<file path="src/rtl/stopwatch_pkg.sv">
// stopwatch_pkg: shared state encoding, digit one-hot constants and counter-width helpers for the stopwatch mode controller.
package stopwatch_pkg;
  typedef enum logic [2:0] {STOP, RUN, EDIT0, EDIT1, EDIT2, EDIT3} state_t;
  localparam logic [3:0] DIG0 = 4'b0001;
  localparam logic [3:0] DIG1 = 4'b0010;
  localparam logic [3:0] DIG2 = 4'b0100;
  localparam logic [3:0] DIG3 = 4'b1000;
  localparam int PULSE_MAX_DEF = 1_000_000;
  localparam int DB_CYCLES_DEF = 50_000;
  localparam int BLINK_MAX_DEF = 25_000_000;
  localparam int PULSE_W_DEF = $clog2(PULSE_MAX_DEF);
  localparam int DB_W_DEF = $clog2(DB_CYCLES_DEF);
  localparam int BLINK_W_DEF = $clog2(BLINK_MAX_DEF);
  // a modulo-n counter needs at least one bit even when n is 1
  function automatic int cnt_w(input int n);
    return n > 1 ? $clog2(n) : 1;
  endfunction
  function automatic logic is_edit(input state_t s);
    return s inside {EDIT0, EDIT1, EDIT2, EDIT3};
  endfunction
  function automatic logic [3:0] dig(input state_t s);
    return s == EDIT0 ? DIG0 : s == EDIT1 ? DIG1 : s == EDIT2 ? DIG2 : s == EDIT3 ? DIG3 : 4'b0000;
  endfunction
endpackage

</file>
<file path="src/rtl/stopwatch_mode_ctrl_if.sv">
// stopwatch_mode_ctrl_if: raw buttons in, datapath commands out; master = mode controller, slave = board/datapath side.
interface stopwatch_mode_ctrl_if;
  logic start_stop_i;
  logic set_i;
  logic change_i;
  logic tick_o;
  logic run_o;
  logic clr_o;
  logic [3:0] edit_o;
  logic inc_o;
  logic blink_o;
  modport master(
    input  start_stop_i, set_i, change_i,
    output tick_o, run_o, clr_o, edit_o, inc_o, blink_o
  );
  modport slave(
    output start_stop_i, set_i, change_i,
    input  tick_o, run_o, clr_o, edit_o, inc_o, blink_o
  );
endinterface

</file>
<file path="src/rtl/stopwatch_mode_ctrl_debouncer.sv">
// button_debouncer: 2-FF synchronizer plus stability counter on an active-low button; press is a one-cycle pulse on the accepted 1->0 change.
module button_debouncer
  import stopwatch_pkg::*;
#(
  parameter int DB_CYCLES = 50_000
) (
  input  logic clk100_i,
  input  logic rstn,
  input  logic btn_n,
  output logic press
);
  localparam int W = cnt_w(DB_CYCLES);
  logic [1:0] sync;
  logic level;
  logic [W-1:0] cnt;
  // cnt holds how many consecutive synchronized samples have disagreed with level
  always_ff @(posedge clk100_i or posedge rstn)
    if (rstn) begin
      sync  <= 2'b11;
      level <= 1'b1;
      cnt   <= '0;
      press <= 1'b0;
    end else begin
      sync  <= {sync[0], btn_n};
      press <= 1'b0;
      if (sync[1] == level)
        cnt <= '0;
      else if (cnt == W'(DB_CYCLES - 1)) begin
        level <= sync[1];
        cnt   <= '0;
        press <= level;
      end else
        cnt <= cnt + 1'b1;
    end
endmodule

</file>
<file path="src/rtl/stopwatch_mode_ctrl.sv">
// stopwatch_mode_ctrl: debounced RUN/STOP/EDIT mode FSM, 0.01 s tick prescaler and digit-edit commands for the stopwatch datapath.
// Define STOPWATCH_BLINK_EN to build the edited-digit blink generator; otherwise blink_o is tied low.
module stopwatch_mode_ctrl
  import stopwatch_pkg::*;
#(
  parameter int PULSE_MAX = 1_000_000,
  parameter int DB_CYCLES = 50_000,
  parameter int BLINK_MAX = 25_000_000
) (
  input logic clk100_i,
  input logic rstn,
  stopwatch_mode_ctrl_if.master io
);
  localparam int PW = cnt_w(PULSE_MAX);
  if (PULSE_MAX < 1 || DB_CYCLES < 1 || BLINK_MAX < 1)
    $error("stopwatch_mode_ctrl: PULSE_MAX, DB_CYCLES and BLINK_MAX must be >= 1");
  state_t state, nxt;
  logic ev_ss, ev_set, ev_chg;
  logic ss, st, ch;
  logic [PW-1:0] presc, presc_n;
  logic tick_n, run_n, clr_n, inc_n;
  logic [3:0] edit_n;
  logic tick_q, run_q, clr_q, inc_q;
  logic [3:0] edit_q;
  button_debouncer #(.DB_CYCLES(DB_CYCLES)) u_db_ss (
    .clk100_i(clk100_i), .rstn(rstn), .btn_n(io.start_stop_i), .press(ev_ss)
  );
  button_debouncer #(.DB_CYCLES(DB_CYCLES)) u_db_set (
    .clk100_i(clk100_i), .rstn(rstn), .btn_n(io.set_i), .press(ev_set)
  );
  button_debouncer #(.DB_CYCLES(DB_CYCLES)) u_db_chg (
    .clk100_i(clk100_i), .rstn(rstn), .btn_n(io.change_i), .press(ev_chg)
  );
  // simultaneous presses: start_stop beats set beats change, losers are dropped
  assign ss = ev_ss;
  assign st = ev_set & ~ev_ss;
  assign ch = ev_chg & ~ev_ss & ~ev_set;
  always_comb
    nxt = state == STOP ? (ss ? RUN : st ? EDIT0 : STOP)
        : state == RUN  ? (ss ? STOP : RUN)
        : !st           ? state
        : state == EDIT3 ? STOP : state_t'(state + 3'd1);
  // outputs are computed from the next state so they register alongside it
  always_comb begin
    run_n   = nxt == RUN;
    edit_n  = dig(nxt);
    clr_n   = state == STOP && ch;
    inc_n   = is_edit(state) && ch;
    presc_n = (state == RUN && nxt == RUN) ? (presc == PW'(PULSE_MAX - 1) ? '0 : presc + 1'b1) : '0;
    tick_n  = run_n && presc_n == PW'(PULSE_MAX - 1);
  end
  always_ff @(posedge clk100_i or posedge rstn)
    if (rstn) begin
      state  <= STOP;
      presc  <= '0;
      tick_q <= 1'b0;
      run_q  <= 1'b0;
      clr_q  <= 1'b0;
      inc_q  <= 1'b0;
      edit_q <= 4'b0000;
    end else begin
      state  <= nxt;
      presc  <= presc_n;
      tick_q <= tick_n;
      run_q  <= run_n;
      clr_q  <= clr_n;
      inc_q  <= inc_n;
      edit_q <= edit_n;
    end
  assign io.tick_o = tick_q;
  assign io.run_o  = run_q;
  assign io.clr_o  = clr_q;
  assign io.inc_o  = inc_q;
  assign io.edit_o = edit_q;
`ifdef STOPWATCH_BLINK_EN
  localparam int BW = cnt_w(BLINK_MAX);
  logic [BW-1:0] bcnt;
  logic blink_q;
  // any entry into an EDIT state, including EDITn -> EDITn+1, restarts the blink phase lit
  always_ff @(posedge clk100_i or posedge rstn)
    if (rstn) begin
      bcnt    <= '0;
      blink_q <= 1'b0;
    end else if (!is_edit(nxt)) begin
      bcnt    <= '0;
      blink_q <= 1'b0;
    end else if (nxt != state) begin
      bcnt    <= '0;
      blink_q <= 1'b1;
    end else begin
      bcnt    <= bcnt == BW'(BLINK_MAX - 1) ? '0 : bcnt + 1'b1;
      blink_q <= blink_q ^ (bcnt == BW'(BLINK_MAX - 1));
    end
  assign io.blink_o = blink_q;
`else
  assign io.blink_o = 1'b0;
`endif
endmodule

</file>
<file path="src/flat_wrapper.sv">
// flat-port wrapper written by rule: the top's interface ports become plain ports
module stopwatch_mode_ctrl_flat import stopwatch_pkg::*;
#(
  parameter int PULSE_MAX = 1_000_000,
  parameter int DB_CYCLES = 50_000,
  parameter int BLINK_MAX = 25_000_000
)
  (clk100_i, rstn, io_start_stop_i, io_set_i, io_change_i, io_tick_o, io_run_o, io_clr_o, io_edit_o, io_inc_o, io_blink_o);
  stopwatch_mode_ctrl_if io_i ();
  input logic clk100_i;
  input logic rstn;
  input wire logic [$bits(io_i.start_stop_i)-1:0] io_start_stop_i;
  input wire logic [$bits(io_i.set_i)-1:0] io_set_i;
  input wire logic [$bits(io_i.change_i)-1:0] io_change_i;
  output wire logic [$bits(io_i.tick_o)-1:0] io_tick_o;
  output wire logic [$bits(io_i.run_o)-1:0] io_run_o;
  output wire logic [$bits(io_i.clr_o)-1:0] io_clr_o;
  output wire logic [$bits(io_i.edit_o)-1:0] io_edit_o;
  output wire logic [$bits(io_i.inc_o)-1:0] io_inc_o;
  output wire logic [$bits(io_i.blink_o)-1:0] io_blink_o;
  assign io_i.start_stop_i = io_start_stop_i;
  assign io_i.set_i = io_set_i;
  assign io_i.change_i = io_change_i;
  assign io_tick_o = io_i.tick_o;
  assign io_run_o = io_i.run_o;
  assign io_clr_o = io_i.clr_o;
  assign io_edit_o = io_i.edit_o;
  assign io_inc_o = io_i.inc_o;
  assign io_blink_o = io_i.blink_o;
  stopwatch_mode_ctrl #(.PULSE_MAX(PULSE_MAX), .DB_CYCLES(DB_CYCLES), .BLINK_MAX(BLINK_MAX)) u_core (.clk100_i(clk100_i), .rstn(rstn), .io(io_i));
endmodule
</file>
<file path="config.mk">
export PLATFORM = sky130hd
export DESIGN_NAME = stopwatch_mode_ctrl_flat
export DESIGN_NICKNAME = d
export VERILOG_FILES = /design/src/rtl/stopwatch_pkg.sv /design/src/rtl/stopwatch_mode_ctrl_if.sv /design/src/rtl/stopwatch_mode_ctrl_debouncer.sv /design/src/rtl/stopwatch_mode_ctrl.sv /design/src/flat_wrapper.sv
export SDC_FILE = /design/constraint.sdc
export NUM_CORES = 1
export LEC_CHECK = 0
export CAP_MARGIN = 30
export CORE_ASPECT_RATIO = 0.75
export CORE_MARGIN = 8
export CORE_UTILIZATION = 40
export DETAILED_ROUTE_END_ITERATION = 12
export PLACE_DENSITY = 0.58
export SLEW_MARGIN = 20
export SYNTH_ARGS = -nofsm -noshare
export SYNTH_HDL_FRONTEND = slang
export SYNTH_SLANG_ARGS = --single-unit
</file>
<file path="constraint.sdc">
create_clock -name clk100_i -period 5.85 [get_ports clk100_i]
set_input_delay 0.585 -clock clk100_i [delete_from_list [all_inputs] [get_ports clk100_i]]
set_output_delay 0.585 -clock clk100_i [all_outputs]
set_load 0.01 [all_outputs]
</file>
# == After elaboration in Yosys (flattened, before gate mapping) ==
# Index checks and enable logic that the tools add are counted.
# totals
output_inout_bits,9
ff_bits,91
word_cells,84
# classes
eq_ne,18
bitwise_logic,8
mux,25
addsub,5
reduce_logical,9
# op_table
cell,count
$mux W16,6
$add A16 B1 Y16 const B,3
$eq A16 B16 Y1 const B,3
$eq A20 B20 Y1 const B,2
$mux W20,2
$add A20 B1 Y20 const B,1
$mux W4,4
$mux W3,5
$eq A3 B2 Y1 const B,4
$eq A3 B3 Y1 const B,4
$mux W1,7
$eq A3 B1 Y1 const B,2
$reduce_and A2 Y1,3
$not A1 Y1,5
$logic_and A1 B1 Y1,4
$reduce_bool A4 Y1,1
$add A3 B1 Y3 const B,1
$and A1 B1 Y1,3
$eq A1 B1 Y1,3
$logic_not A3 Y1,1
$mux W2,1

# == Logic depth before layout (Yosys ltp) ==
# Gate-level depths: netlist (run 1).
# logic_depth
word_depth,10
ltp_mapped,8
mapped_depth_nobuf,7

# == Modules after synthesis ==
# A second synthesis (run 1) with hierarchy kept.
# hier_totals
hier_cells,474
hier_area_um2,4982.3
# by_module_without_submodules
mod,area_per_inst_um2,cells_per_inst,n_inst,seq_area_each_um2
button_debouncer,1067.3,94,3,504.2
stopwatch_mode_ctrl,1780.5,192,1,775.7

# == Least setup slack after synthesis (run 1) ==
# OpenSTA, ideal clock, no wires.
# synth_path
path_type,reg-to-reg
from,register u_core.presc[0]
to,"register u_core.tick_q, in the netlist u_core.io.tick_o"
path_slack_ns,4.068
t_arrival_ns,1.689
path_stages_with_launch,8
n_path_buf,0
synth_period_minus_slack_ns,1.782
cell_sequence,dfrtp_1 > ha_1 > nand3_2 > nor2_2 > nand2_1 > nor4b_1 > o21ai_0 > a221oi_2
# synth_between
elab_chain_len,5
elab_cells_between_ends,6
cone_classes,add/sub (1); eq/ne (2); mux (2); reduce/logical (1)
# synth_lines
item,line,text
start: declaration,stopwatch_mode_ctrl.sv:20,"logic [PW-1:0] presc, presc_n;"
start signal: assignment,stopwatch_mode_ctrl.sv:63,presc <= presc_n;
$add A20 B1 Y20 or $eq A20 B20 Y1 (tied branches),stopwatch_mode_ctrl.sv:49,presc_n = (state == RUN && nxt == RUN) ? (presc == PW'(PULSE_MAX - 1) ? '0 : presc + 1'b1) : '0;
$mux W20 (*) (2 in a row),stopwatch_mode_ctrl.sv:49,
$eq A20 B20 Y1 (*),stopwatch_mode_ctrl.sv:50,tick_n = run_n && presc_n == PW'(PULSE_MAX - 1);
$logic_and A1 B1 Y1 (*),stopwatch_mode_ctrl.sv:50,
net u_core.tick_n,stopwatch_mode_ctrl.sv:21,"logic tick_n, run_n, clr_n, inc_n;"
end signal: assignment,stopwatch_mode_ctrl.sv:64,tick_q <= tick_n;
end: declaration,stopwatch_mode_ctrl.sv:23,"logic tick_q, run_q, clr_q, inc_q;"
# The timed path passes the listed nets; every way through them passes the cells marked *.
# A chain may end at the register's enable or synchronous reset.

# == Worst setup path after layout (run 1) ==
# Ends and elaborated chain as after synthesis.

==> out/metrics.cfg, run 1 <==
[cells_and_area]
fin_area_sq_um=4930
fill_cells=1025
finish.utilization_pct=45.6
nets=460
multiInputGateArea_sq_um=1970
n_antenna_cell=0
area_growth_syn_to_layout_pct=12.4
fin_cells=595
layout-drive-gt1-share_pct=9.89
ff_latch_area_sq_um=2290

[cts]
clk_pin_slew_ps=60
cts_resized=0
holdBufCountCts=0
htree_levels=3
clock_sinks=91
cts_max_path_buffers=2
cts_tree=yes
clock_latency_ps=340
post_cts_buffers=0
cts_buffers=9
cts-root-buf=clkbuf_16

[yosys]
async_reset_ff_share_pct=100
synth_compound_area_share_pct=3.51
synth_cell_types=52
synth_top_family_by_area=simple AND/OR/NAND/NOR gates
synth-adder-area-share_pct=1.43
muxShareOfSynthArea_pct=0.999
synth_edf_count=0
ys_top_cells_by_count=86 x nor2_1, 82 x dfrtp_1, 38 x nand2_1
synth_simple_gate_area_share_pct=26.0
syn-num-nets=448
syn_inst=438
yosysTopAreaCellShare_pct=46.8
synth.top_cells.by_area=dfrtp_1 47%, nor2_1 7.4%, xor2_1 7.0%
syn-mean-instance-area_sq_um=10.0
syn-cell-area_sq_um=4390
yosys_warnings=0
synthFlopType=dfrtp_1
synth_xor_area_share_pct=12.8
ys_seq_area_share_pct=52.2
synth_area_leader_cell=dfrtp_1
synth.most_common_cell=nor2_1
ys_ff_latch=91

[floorplan]
initial_utilization_pct=40.5
fp.dieH_um=107
core_area_sq_um=10800
rows=33
die_w_um=137
io_pins=14
dieArea_sq_um=14600

[timing]
worst_pin_slew_ps=517
relSlewSlack_pct=65.5
finalSetupViolCount=0
final-max-slew-violation-count=0
finalHoldViolations=0
rsz0062_at_grt=no
fin_skew_ps=4.50
finalCritPeriodShare_pct=36.6
clock.fmax_mhz=467
timing.final.crit_period_ps=2140
tns_ps=0
worst_slack_ps=3710
timing.hold.ws_ps=357

[place]
post-place-ws_ps=3690
port-buffer-count=12
gp_congestion=0.832
dp_hpwl_um=5300
dp_cells=578
place_area_sq_um=4600

[pwr]
combPwrFrac_pct=2.4
p_seq_share_pct=51.2
p_per_area_nw_per_um2=255
internal-power_mw=1.00
p_clk_share_pct=46.4
p_leak_nw=2.09
ir_drop_mv=0.132
p_total_mw=1.26
power.switching_mw=0.256
switching_share_pct=20.4

[drt]
drc=0
viasPerCell=5.03
drtIter0Drc=208
ant_nets=0
num_vias=2995
wl_per_cell_um=13.2
drt-pass1-iter-count=4
routed_wl_um=7830

[global_routing]
grt_pass1_wl_um=13700
antenna_found_initial=0
grt_max_degree=79
grt_util_all_layers_pct=11.7
grt_overflow=0
grt_pass1_vias=2894

[critical_path]
startpoint_type=register
endpoint_kind=register
cp_slowest_cell=a21o_2
path_class=reg -> reg
cp_slowest_stage_delay_ps=430
crit_path_cell_trace=ha_1, nand3_2, nor4_1, a21o_2, o21ai_0, a221oi_2
required_ps=6090
crit_arrival_ps=2380
path_max_fanout=21

[worst_hold_path]
hold_class=reg -> reg

[status]
status=finished, final reports clean

[run]
max_cap_violations=0

## area by class of cell
| cell class | instances | share of cell area (%) |
|---|---|---|
| clock inverters | 4 | 1.01 |
| repair buffers | 14 | 2.99 |
| inverters | 12 | 0.939 |
| flip-flops and latches | 91 | 46.4 |
| clock buffers | 12 | 5.20 |
| well taps | 140 | 3.55 |
| multi-input cells | 322 | 39.9 |
## worst max-delay path: cells and delay by family, from the launching register on
kind | cells | cell delay, ps
flops | 1 | 410
simple gates | 2 | 490
fa+ha+maj | 1 | 230
compound gates | 3 | 900
## sequential cells by signal, indices dropped and copies added, names as in the netlist, 2 cells and up
signal / count
u_core.state: 3
u_core.u_db_chg.sync: 2
u_core.u_db_ss.cnt: 16
u_core.u_db_set.sync: 2
u_core.u_db_ss.sync: 2
u_core.io.edit_o: 4
u_core.u_db_chg.cnt: 16
u_core.u_db_set.cnt: 16
u_core.presc: 20
## metal layers
metal	part of all wire (%)	GRT usage (%)	wire, um
met5	0	0	0
met4	1.3	3.87	101
met3	3.5	3.69	275
met2	43	16.9	3370
met1	52	16.1	4090
## logic make-up (layout without fill, tap and decap cells)
kind of cell / count (synthesis) / count (layout)
AND/OR/NAND/NOR: 224 / 224
buffers and inverters: 25 / 42
AO/OA/AOI/OAI: 24 / 24
XOR/XNOR: 64 / 64
adder cells (fa/ha/maj): 5 / 5
flip-flops: 91 / 91
other: 1 / 1
multiplexers: 4 / 4
## final timing paths
kind | slack, ps | from | end | cells after the start
worst max-delay path | 3710 | u_core.presc[0] | u_core.io.tick_o | 6
worst min-delay path | 360 | u_core.u_db_ss.sync[0] | u_core.u_db_ss.sync[1] | 0
worst max register to register | 3710 | u_core.presc[0] | u_core.io.tick_o | 6
worst min register to register | 360 | u_core.u_db_ss.sync[0] | u_core.u_db_ss.sync[1] | 0
max in group asynchronous | 4340 | rstn | u_core.u_db_set.level | 4
min in group asynchronous | 480 | rstn | u_core.u_db_chg.cnt[10] | 2
## power by group through the flow
stage | clock network, mW | registers (mW) | logic, mW
6_report | 0.583 | 0.644 | 0.0305
3_3_place_gp | 0 | 0.654 | 0.0297
2_1_floorplan | 0 | 0.653 | 0.0211
3_5_place_dp | 0 | 0.655 | 0.0304
5_1_grt | 0.631 | 0.644 | 0.0359
4_1_cts | 0.606 | 0.643 | 0.0305
## layout by cell type, fill, tap and decap left out, drive strengths merged, types with 5 or more instances in the layout
cell type / count
dfrtp: 82
a21oi: 10
clkdlybuf4s50: 12
and3: 15
nand3: 20
clkbuf: 12
o21ai: 5
xor2: 35
ha: 5
nand2: 38
nand4: 14
nor2: 87
dfstp: 9
nor4: 9
nor3: 10
inv: 11
or2: 5
xnor2: 29
Power figures use the tool's default switching activity.
==> inputs of run 2 (changes only) <==
--- a/config.mk
+++ b/config.mk
@@ -10,7 +10,7 @@
 export CORE_MARGIN = 8
 export CORE_UTILIZATION = 40
 export DETAILED_ROUTE_END_ITERATION = 12
-export PLACE_DENSITY = 0.58
+export PLACE_DENSITY = 0.6
 export SLEW_MARGIN = 20
 export SYNTH_ARGS = -nofsm -noshare
 export SYNTH_HDL_FRONTEND = slang
==> constraint.sdc (replaced) <==
create_clock -name clk100_i -period 1.7 [get_ports clk100_i]
set_input_delay 0.17 -clock clk100_i [delete_from_list [all_inputs] [get_ports clk100_i]]
set_output_delay 0.17 -clock clk100_i [all_outputs]
set_load 0.01 [all_outputs]
==> out/metrics.cfg, run 2 (synthesis gave the netlist of run 1 again) <==
[drt]
ant_nets=0  ; unchanged
drt-pass1-iter-count=4  ; unchanged
viasPerCell=4.95  ; -1.7%
num_vias=3231  ; +7.9%
routed_wl_um=8650  ; +10%
drtIter0Drc=225  ; +8.2%
wl_per_cell_um=13.3  ; +0.68%
drc=0  ; unchanged

[floorplan]
fp.dieH_um=107  ; unchanged
die_w_um=137  ; unchanged
io_pins=14  ; unchanged
core_area_sq_um=10800  ; unchanged
initial_utilization_pct=40.5  ; unchanged
rows=33  ; unchanged
dieArea_sq_um=14600  ; unchanged

[place]
port-buffer-count=12  ; unchanged
dp_cells=634  ; +9.7%
dp_hpwl_um=6160  ; +16%
gp_congestion=0.845  ; +1.5%

[cts]
htree_levels=3  ; unchanged
cts_buffers=9  ; unchanged
clk_pin_slew_ps=70  ; about the same
cts_max_path_buffers=2  ; unchanged
holdBufCountCts=0  ; unchanged
clock_sinks=91  ; unchanged
clock_latency_ps=340  ; about the same
cts-root-buf=clkbuf_16
cts_tree=yes

[critical_path]
path_class=reg -> reg
startpoint_type=register
required_ps=1940  ; -4150 ps
endpoint_kind=register
path_max_fanout=4  ; -81%
crit_arrival_ps=2090  ; -290 ps
reg2reg_depth=7  ; +1

[cells_and_area]
top_register=u_core.presc
fill_cells=957  ; -6.6%
area_growth_syn_to_layout_pct=24.9
n_antenna_cell=0  ; unchanged
layout-drive-gt1-share_pct=24.0  ; +14 points
ff_latch_area_sq_um=2290  ; +0.11%
multiInputGateArea_sq_um=2070  ; +5.2%
nets=518  ; +13%
fin_cells=653  ; +9.7%
final_cell_mix=80 x nor2_1, 80 x dfrtp_1, 57 x buf_4
largest_reg_flops=20  ; unchanged

[pwr]
internal-power_mw=3.38  ; +240%
p_per_area_nw_per_um2=788  ; +210%
p_seq_share_pct=51.2  ; about the same
power.switching_mw=0.936  ; +270%
p_clk_share_pct=45.9  ; -0.5 points
p_leak_nw=2.38  ; +14%
switching_share_pct=21.7  ; +1.3 points
combPwrFrac_pct=2.8  ; +0.4 points
p_total_mw=4.32  ; +240%
ir_drop_mv=0.468  ; +250%

[timing]
timing.final.crit_period_ps=1860  ; -282 ps
worst_slack_ps=-157  ; -3870 ps
rsz0062_at_grt=yes
finalCritPeriodShare_pct=109  ; +73 points
clock.fmax_mhz=539  ; +15%
finalHoldViolations=0  ; unchanged
finalSetupViolCount=1  ; +1
fin_skew_ps=6.77  ; +2.27 ps
final-max-slew-violation-count=0  ; unchanged

[status]
status=finished, violations left
violations=negative setup slack

[global_routing]
grt_pass1_wl_um=14900  ; +8.8%
antenna_found_initial=0  ; unchanged
grt_max_degree=44  ; -44%
grt_pass1_vias=3174  ; +9.7%
grt_overflow=0  ; unchanged
grt_util_all_layers_pct=12.8  ; +1.1 points

[worst_hold_path]
hold_class=in -> async

[run]
max_cap_violations=0  ; unchanged

[run 2: cell types whose count changed in the layout (fill, tap and decap cells not counted), sizes merged]
| cell | delta |
|---|---|
| clkinvlp | +1 |
| buf | +58 |
| clkbuf | -2 |
| clkinv | +1 |
[run 2: routing by layer]
layer	wire length [um]	track usage [%]
met1	4420	18.0
met4	93	3.94
met5	0	0
met2	3760	18.4
met3	375	3.93
[run 2: area by class of cell]
cell class	instances	share of cell area [%]
sequential	91	41.8
timing repair buffer	72	10.9
clock inverter	6	1.23
clock buffer	10	4.18
inverter	12	0.891
multi-input combinational	322	37.7
tap	140	3.20
[run 2: power groups by stage]
stage                     Clock [mW]  Sequential [mW]  Combinational (mW)
after floorplan                    0             2.25              0.0730
after global placement             0             2.25               0.123
after detailed placement           0             2.25               0.126
after CTS                       2.04             2.21               0.127
after global routing            2.14             2.21               0.146
final                           1.98             2.21               0.122
[run 2: path summary, 6_finish.rpt]
| check | from | end | slack [ps] |
|---|---|---|---|
| setup / recovery | u_core.presc[0] | u_core.io.tick_o | -160 |
| hold / removal | rstn | u_core.u_db_set.cnt[12] | 160 |
| setup reg to reg | u_core.presc[0] | u_core.io.tick_o | -160 |
| hold reg to reg | u_core.u_db_chg.sync[0] | u_core.u_db_chg.sync[1] | 360 |
| max in group asynchronous | rstn | u_core.u_db_ss.sync[0] | 960 |
| min in group clk100_i | io_change_i | u_core.u_db_chg.sync[0] | 230 |
[run 2: repair_timing]
item | CTS | global route
buffers inserted | 3 | 0
cloned | 0 | 0
pin swaps | 5 | 3
resized for setup | 3 | 18
endpoints found under the setup margin | 17 | 29
[run 2: per-stage QoR]
step	setup WS, ps	area, sq um	util [%]	hold slack (ps)	TNS, ps
finish	-157	5480	50.6	158	-157
global route	-261	5480	50.6	187	-2080
CTS	-88.6	5410	50.0	158	-385
detailed placement	-116	5090	47.0	347	-145
global placement	-45.0	5090	47.0	346	-47.3
floorplan	1.27	4430	-	174	0
[run 2: worst max-delay path, cell delays in order, from the launching register on]
cell	delay, ps
dfrtp_1	410
ha_4	170
nand3_4	100
nor4_4	260
xnor2_2	110
nor4_2	330
o2111ai_2	160
a221oi_2	220
==> inputs of run 3 (changes only) <==
--- a/config.mk
+++ b/config.mk
@@ -10,7 +10,6 @@
 export CORE_MARGIN = 8
 export CORE_UTILIZATION = 40
 export DETAILED_ROUTE_END_ITERATION = 12
-export PLACE_DENSITY = 0.6
 export SLEW_MARGIN = 20
 export SYNTH_ARGS = -nofsm -noshare
 export SYNTH_HDL_FRONTEND = slang
==> results of run 3 <==
Final layout, timing and power as in run 2 (identical DEF).
